[src/rtl/spi_master_periph_if.sv]
// APB bus bundle between the APB master and the SPI master peripheral.
interface spi_master_periph_if;
  logic [3:0]  PADDR;
  logic [31:0] PWDATA;
  logic        PWRITE;
  logic        PENABLE;
  logic        PSEL;
  logic [31:0] PRDATA;
  logic        PREADY;

  modport master (
    output PADDR, PWDATA, PWRITE, PENABLE, PSEL,
    input  PRDATA, PREADY
  );

  modport slave (
    input  PADDR, PWDATA, PWRITE, PENABLE, PSEL,
    output PRDATA, PREADY
  );
endinterface

[src/rtl/spi_master_periph.sv]
// Single-byte full-duplex SPI master behind an APB slave port.
// Registers: CR (EN/CPOL/CPHA/CLKDIV), SR (BUSY/DONE/OVR), TDR, RDR.
module spi_master_periph #(
  parameter int unsigned CLKDIV_W = 8
) (
  input  logic               PCLK,
  input  logic               PRESET,
  spi_master_periph_if.slave apb,
  output logic               SCLK,
  output logic               MOSI,
  input  logic               MISO,
  output logic               CS_n
);

  typedef enum logic [1:0] {StIdle, StSetup, StXfer, StHold} state_e;

  state_e              state_q;
  logic                en_q, cpol_q, cpha_q;
  logic [CLKDIV_W-1:0] clkdiv_q;
  logic                done_q, ovr_q;
  logic [7:0]          rdr_q, shreg_q;
  logic                cpol_l_q, cpha_l_q;
  logic [CLKDIV_W-1:0] div_l_q, cnt_q;
  logic [3:0]          edge_q;
  logic                sclk_q, mosi_q, cs_n_q;
  logic                pready_q;
  logic [31:0]         prdata_q;

  logic        access, wr_cr, wr_sr, wr_tdr, busy, tick;
  logic [1:0]  sel;
  logic [31:0] rdata;
  logic        unused_bits;

  assign sel    = apb.PADDR[3:2];
  // Side effects happen only in the PREADY=1 cycle of an access.
  assign access = apb.PSEL & apb.PENABLE & pready_q;
  assign wr_cr  = access & apb.PWRITE & (sel == 2'd0);
  assign wr_sr  = access & apb.PWRITE & (sel == 2'd1);
  assign wr_tdr = access & apb.PWRITE & (sel == 2'd2);
  assign busy   = (state_q != StIdle);
  assign tick   = (cnt_q == div_l_q);

  assign unused_bits = ^{apb.PWDATA[31:8+CLKDIV_W], apb.PADDR[1:0]};

  assign apb.PREADY = pready_q;
  assign apb.PRDATA = prdata_q;
  assign SCLK       = sclk_q;
  assign MOSI       = mosi_q;
  assign CS_n       = cs_n_q;

  // Register read mux; reserved bits and TDR read as zero.
  always_comb begin
    rdata = '0;
    case (sel)
      2'd0: begin
        rdata[0]              = en_q;
        rdata[1]              = cpol_q;
        rdata[2]              = cpha_q;
        rdata[8 +: CLKDIV_W]  = clkdiv_q;
      end
      2'd1:    rdata[2:0] = {ovr_q, done_q, busy};
      2'd3:    rdata[7:0] = rdr_q;
      default: rdata      = '0;
    endcase
  end

  // APB handshake: one wait state, PRDATA only driven alongside PREADY.
  always_ff @(posedge PCLK) begin
    if (!PRESET) begin
      pready_q <= 1'b0;
      prdata_q <= '0;
    end else if (apb.PSEL && apb.PENABLE && !pready_q) begin
      pready_q <= 1'b1;
      prdata_q <= rdata;
    end else begin
      pready_q <= 1'b0;
      prdata_q <= '0;
    end
  end

  // Register file, transfer FSM and SPI pin drivers.
  always_ff @(posedge PCLK) begin
    if (!PRESET) begin
      state_q  <= StIdle;
      en_q     <= 1'b0;
      cpol_q   <= 1'b0;
      cpha_q   <= 1'b0;
      clkdiv_q <= '0;
      done_q   <= 1'b0;
      ovr_q    <= 1'b0;
      rdr_q    <= '0;
      shreg_q  <= '0;
      cpol_l_q <= 1'b0;
      cpha_l_q <= 1'b0;
      div_l_q  <= '0;
      cnt_q    <= '0;
      edge_q   <= '0;
      sclk_q   <= 1'b0;
      mosi_q   <= 1'b0;
      cs_n_q   <= 1'b1;
    end else begin
      if (wr_cr) begin
        en_q     <= apb.PWDATA[0];
        cpol_q   <= apb.PWDATA[1];
        cpha_q   <= apb.PWDATA[2];
        clkdiv_q <= apb.PWDATA[8 +: CLKDIV_W];
      end
      // Clears come first so a hardware DONE set later in this block wins.
      if (wr_sr) begin
        if (apb.PWDATA[1]) done_q <= 1'b0;
        if (apb.PWDATA[2]) ovr_q  <= 1'b0;
      end
      if (wr_tdr && en_q && busy) ovr_q <= 1'b1;

      unique case (state_q)
        StIdle: begin
          cs_n_q <= 1'b1;
          sclk_q <= cpol_q;
          if (wr_tdr && en_q) begin
            state_q  <= StSetup;
            cs_n_q   <= 1'b0;
            done_q   <= 1'b0;
            shreg_q  <= apb.PWDATA[7:0];
            cpol_l_q <= cpol_q;
            cpha_l_q <= cpha_q;
            div_l_q  <= clkdiv_q;
            cnt_q    <= '0;
            edge_q   <= '0;
            if (!cpha_q) mosi_q <= apb.PWDATA[7];
          end
        end
        StSetup: begin
          if (tick) begin
            cnt_q   <= '0;
            state_q <= StXfer;
          end else begin
            cnt_q <= cnt_q + 1'b1;
          end
        end
        StXfer: begin
          if (tick) begin
            cnt_q  <= '0;
            sclk_q <= ~sclk_q;
            edge_q <= edge_q + 4'd1;
            // Even edge count = leading edge of a bit.
            if (!edge_q[0]) begin
              if (!cpha_l_q) shreg_q <= {shreg_q[6:0], MISO};
              else           mosi_q  <= shreg_q[7];
            end else begin
              if (!cpha_l_q) mosi_q  <= shreg_q[7];
              else           shreg_q <= {shreg_q[6:0], MISO};
            end
            if (edge_q == 4'd15) state_q <= StHold;
          end else begin
            cnt_q <= cnt_q + 1'b1;
          end
        end
        StHold: begin
          if (tick) begin
            cnt_q   <= '0;
            state_q <= StIdle;
            cs_n_q  <= 1'b1;
            done_q  <= 1'b1;
            rdr_q   <= shreg_q;
          end else begin
            cnt_q <= cnt_q + 1'b1;
          end
        end
        default: state_q <= StIdle;
      endcase

      // Clearing EN mid-transfer aborts without completing.
      if (wr_cr && !apb.PWDATA[0] && busy) begin
        state_q <= StIdle;
        cs_n_q  <= 1'b1;
        sclk_q  <= apb.PWDATA[1];
        cnt_q   <= '0;
        edge_q  <= '0;
        done_q  <= done_q;
        rdr_q   <= rdr_q;
      end
    end
  end

endmodule

[src/flat_wrapper.sv]
// flat-port wrapper written by rule: the top's interface ports become plain ports
module spi_master_periph_flat 
#(
  parameter int unsigned CLKDIV_W = 8
)
  (PCLK, PRESET, SCLK, MOSI, MISO, CS_n, apb_PADDR, apb_PWDATA, apb_PWRITE, apb_PENABLE, apb_PSEL, apb_PRDATA, apb_PREADY);
  spi_master_periph_if apb_i ();
  input  logic PCLK;
  input  logic PRESET;
  output logic SCLK;
  output logic MOSI;
  input  logic MISO;
  output logic CS_n;
  input wire logic [$bits(apb_i.PADDR)-1:0] apb_PADDR;
  input wire logic [$bits(apb_i.PWDATA)-1:0] apb_PWDATA;
  input wire logic [$bits(apb_i.PWRITE)-1:0] apb_PWRITE;
  input wire logic [$bits(apb_i.PENABLE)-1:0] apb_PENABLE;
  input wire logic [$bits(apb_i.PSEL)-1:0] apb_PSEL;
  output wire logic [$bits(apb_i.PRDATA)-1:0] apb_PRDATA;
  output wire logic [$bits(apb_i.PREADY)-1:0] apb_PREADY;
  assign apb_i.PADDR = apb_PADDR;
  assign apb_i.PWDATA = apb_PWDATA;
  assign apb_i.PWRITE = apb_PWRITE;
  assign apb_i.PENABLE = apb_PENABLE;
  assign apb_i.PSEL = apb_PSEL;
  assign apb_PRDATA = apb_i.PRDATA;
  assign apb_PREADY = apb_i.PREADY;
  spi_master_periph #(.CLKDIV_W(CLKDIV_W)) u_core (.PCLK(PCLK), .PRESET(PRESET), .apb(apb_i), .SCLK(SCLK), .MOSI(MOSI), .MISO(MISO), .CS_n(CS_n));
endmodule
[config.mk]
export PLATFORM = sky130hd
export DESIGN_NAME = spi_master_periph_flat
export DESIGN_NICKNAME = d
export VERILOG_FILES = /design/src/rtl/spi_master_periph_if.sv /design/src/rtl/spi_master_periph.sv /design/src/flat_wrapper.sv
export SDC_FILE = /design/constraint.sdc
export NUM_CORES = 1
export LEC_CHECK = 0
export ABC_CLOCK_PERIOD_IN_PS = 3400
export BUFFER_PORTS_ARGS = -buffer_cell sky130_fd_sc_hd__buf_2
export CAP_MARGIN = 10
export CORE_MARGIN = 3
export CORE_UTILIZATION = 35
export CTS_CLUSTER_SIZE = 12
export DETAILED_ROUTE_END_ITERATION = 8
export MAX_ROUTING_LAYER = met4
export PLACE_DENSITY_LB_ADDON = 0.3
export SYNTH_ARGS = -nofsm -noshare
export SYNTH_HDL_FRONTEND = slang
export SYNTH_SLANG_ARGS = --single-unit
[constraint.sdc]
create_clock -name PCLK -period 3.4 [get_ports PCLK]
set_clock_uncertainty 0.2 [all_clocks]
set_input_delay 0.17 -clock PCLK [delete_from_list [all_inputs] [get_ports PCLK]]
set_output_delay 0.17 -clock PCLK [all_outputs]
set_load 0.01 [all_outputs]
==> results.cfg <==
[placed_design]
io_buffer_count = 43
place_congestion = 0.852
dp_hpwl_um = 5140
dp_cells = 512
placement.cell_area_um2 = 3520
place_ws_ps = 862

[sta]
max_slew_margin_pct = 44.2
layout_setup_ws_ps = 821
fin_crit_ps = 2580
timing.fmax_ghz = 0.388
worstMarginPinSlew_ps = 837
fin_crit_sh_pct = 75.9
setup-violations-final = 0
holdWs_ps = 26.3
hold_viol_final = 0
setup_tns_ps = 0
final-max-slew-violation-count = 0
rsz0062_at_grt = false

[floorplan]
die-area_um2 = 10500
initial_core_util_pct = 36.6
die_h_um = 102
pin_count = 78
fp-row-count = 34
die_x_um = 102
design.core.area_um2 = 8890

[power]
leakagePower_nw = 1.52
ir_worst_vdd_mv = 0.146
total_power_mw = 1.66
power_density_nw_per_um2 = 429

[grt]
grt_pass1_wl_um = 12000
grt_util_all_layers_pct = 14.9
antenna_found_initial = 0
grt_max_degree = 32
grt.overflow.total = 0
grt_pass1_vias = 2442

[drt]
vias = 2749
postRouteAntennaNets = 0
via_per_inst = 5.04
wire_per_inst_um = 13.5
first_pass_iters = 4
drc_errors = 0
drt_wl_total_um = 7380
first_iter_violations = 176

[critical_path]
required_ps = 3440
cp-start-kind = register
endpoint_kind = register
r2r_start = u_core.state_q[0]$_SDFFE_PP0P_
cp_data_arrival_time_ps = 2620
cp_max_fo = 12
crit_type = reg2reg
setup.worst_path.start = u_core.state_q[0]$_SDFFE_PP0P_

[logic_synthesis]
netlist_top_cells_count = dfxtp_1, nand2_1, a21oi_1
synthCells = 372
ys_warn_count = 0
yosysSeqAreaShare_pct = 44.3
synth_top_area_cell = dfxtp_1
ys.flop_type = dfxtp_1
synth_edf_count = 0
synth.distinct_cells = 47
synth-seq-cells = 72
synth.avg_cell_area_um2 = 8.74
synth_top_area_share_pct = 44.3
yosys-top-cells-area = dfxtp_1, nand2_1, mux2i_1
synth.most_common_cell = dfxtp_1
syn_area_um2 = 3250
synthArstFlopShare_pct = 0

[clock_network]
clk_path_buf_depth = 2
cts-root-buf = clkbuf_8
cts_tree = done
cts_resized = 0
clock-sinks = 72
clk_latency_ps = 350
numCtsBuffers = 9
h-tree-depth = 3
path_clk_slew_ps = 80

[layout]
fin_util_pct = 43.6
num_antenna_cells = 0
final_area_um2 = 3870
drive_gt1_share_pct = 17.2
regArea_um2 = 1440
final_cells = 545
fillCellCount = 861
multi_input_area_um2 = 1650
nNetsFinal = 480
syn_to_final_growth_pct = 19.1

[min_path]
hold_class = in2reg
hold_start = apb_PSEL

[run_status]
status = finished, final reports clean

[flow_run]
drv_cap = 0
[sequential cells by signal (all words and copies together), names as in the netlist]
signal	flops
u_core.CS_n	1
u_core.MOSI	1
u_core.SCLK	1
u_core.apb.PRDATA	16
u_core.apb.PREADY	1
u_core.clkdiv_q	8
u_core.cnt_q	8
u_core.cpha_l_q	1
u_core.cpha_q	1
u_core.cpol_q	1
u_core.div_l_q	8
u_core.done_q	1
u_core.edge_q	4
u_core.en_q	1
u_core.ovr_q	1
u_core.rdr_q	8
u_core.shreg_q	8
u_core.state_q	2
[per-layer routing]
metal | up-vias | share of wire [%] | global-route usage [%]
li1 | 1406 | - | -
met1 | 1259 | 50 | 20.5
met3 | 10 | 4.8 | 2.87
met2 | 74 | 44 | 21.3
met4 | 0 | 1.7 | 6.05
met5 | - | 0 | -
[kinds of logic after synthesis]
family          Yosys count  synth area share, %
simple gates            137                 20.8
compound gates           85                 16.8
flops                    72                 44.3
buf+inv                  40                 6.58
mux                      20                 6.16
xor+xnor                 11                 2.96
fa+ha+maj                 6                 2.31
other cells               1                0.115
[power breakdown]
group	leakage (nW)	switching, mW	internal, mW	total, mW
clock	0.0862	0.342	0.270	0.613
sequential	0.580	0.00692	0.850	0.857
combinational	0.853	0.115	0.0749	0.190
[layout by cell type, fill, tap and decap left out, drive strengths merged, types with 7 or more instances in the layout]
master / count
a211oi: 9
a21oi: 38
a31oi: 7
and2: 14
buf: 50
clkbuf: 9
conb: 16
dfxtp: 72
dlygate4sd3: 17
inv: 9
mux2i: 20
nand2: 69
nor2: 16
nor3: 7
o21ai: 8
xnor2: 8
[final timing paths]
kind	endpoint	slack [ps]	cells after the start
max	u_core.cnt_q[5]$_SDFFE_PP0P_	820	9
min	u_core.apb.PRDATA[2]$_SDFF_PN0_	30	3
min reg2reg	u_core.apb.PRDATA[7]$_SDFF_PN0_	250	1
max reg2reg	u_core.cnt_q[5]$_SDFFE_PP0P_	820	9
[critical path, cell delays in order, from the launching register on]
cell	delay, ps
dfxtp_1	370
inv_1	90
ha_1	220
buf_4	180
or3_1	370
o31ai_1	250
buf_4	230
nor2_1	140
a31o_2	270
a22o_1	160
[area by class of cell]
cell class              count  share of cell area, %
flip-flops and latches     72                   37.2
clock inverters             7                   1.42
clock buffers               9                   3.20
multi-input cells         275                   42.7
inverters                   7                  0.679
well taps                 108                   3.49
repair buffers             67                   11.3
[what timing repair did]
action	CTS	global route
hold buffers	17	0
hold endpoints to repair	21	0
buffers inserted	0	0
Note: power is estimated with default switching activity, not from simulation.
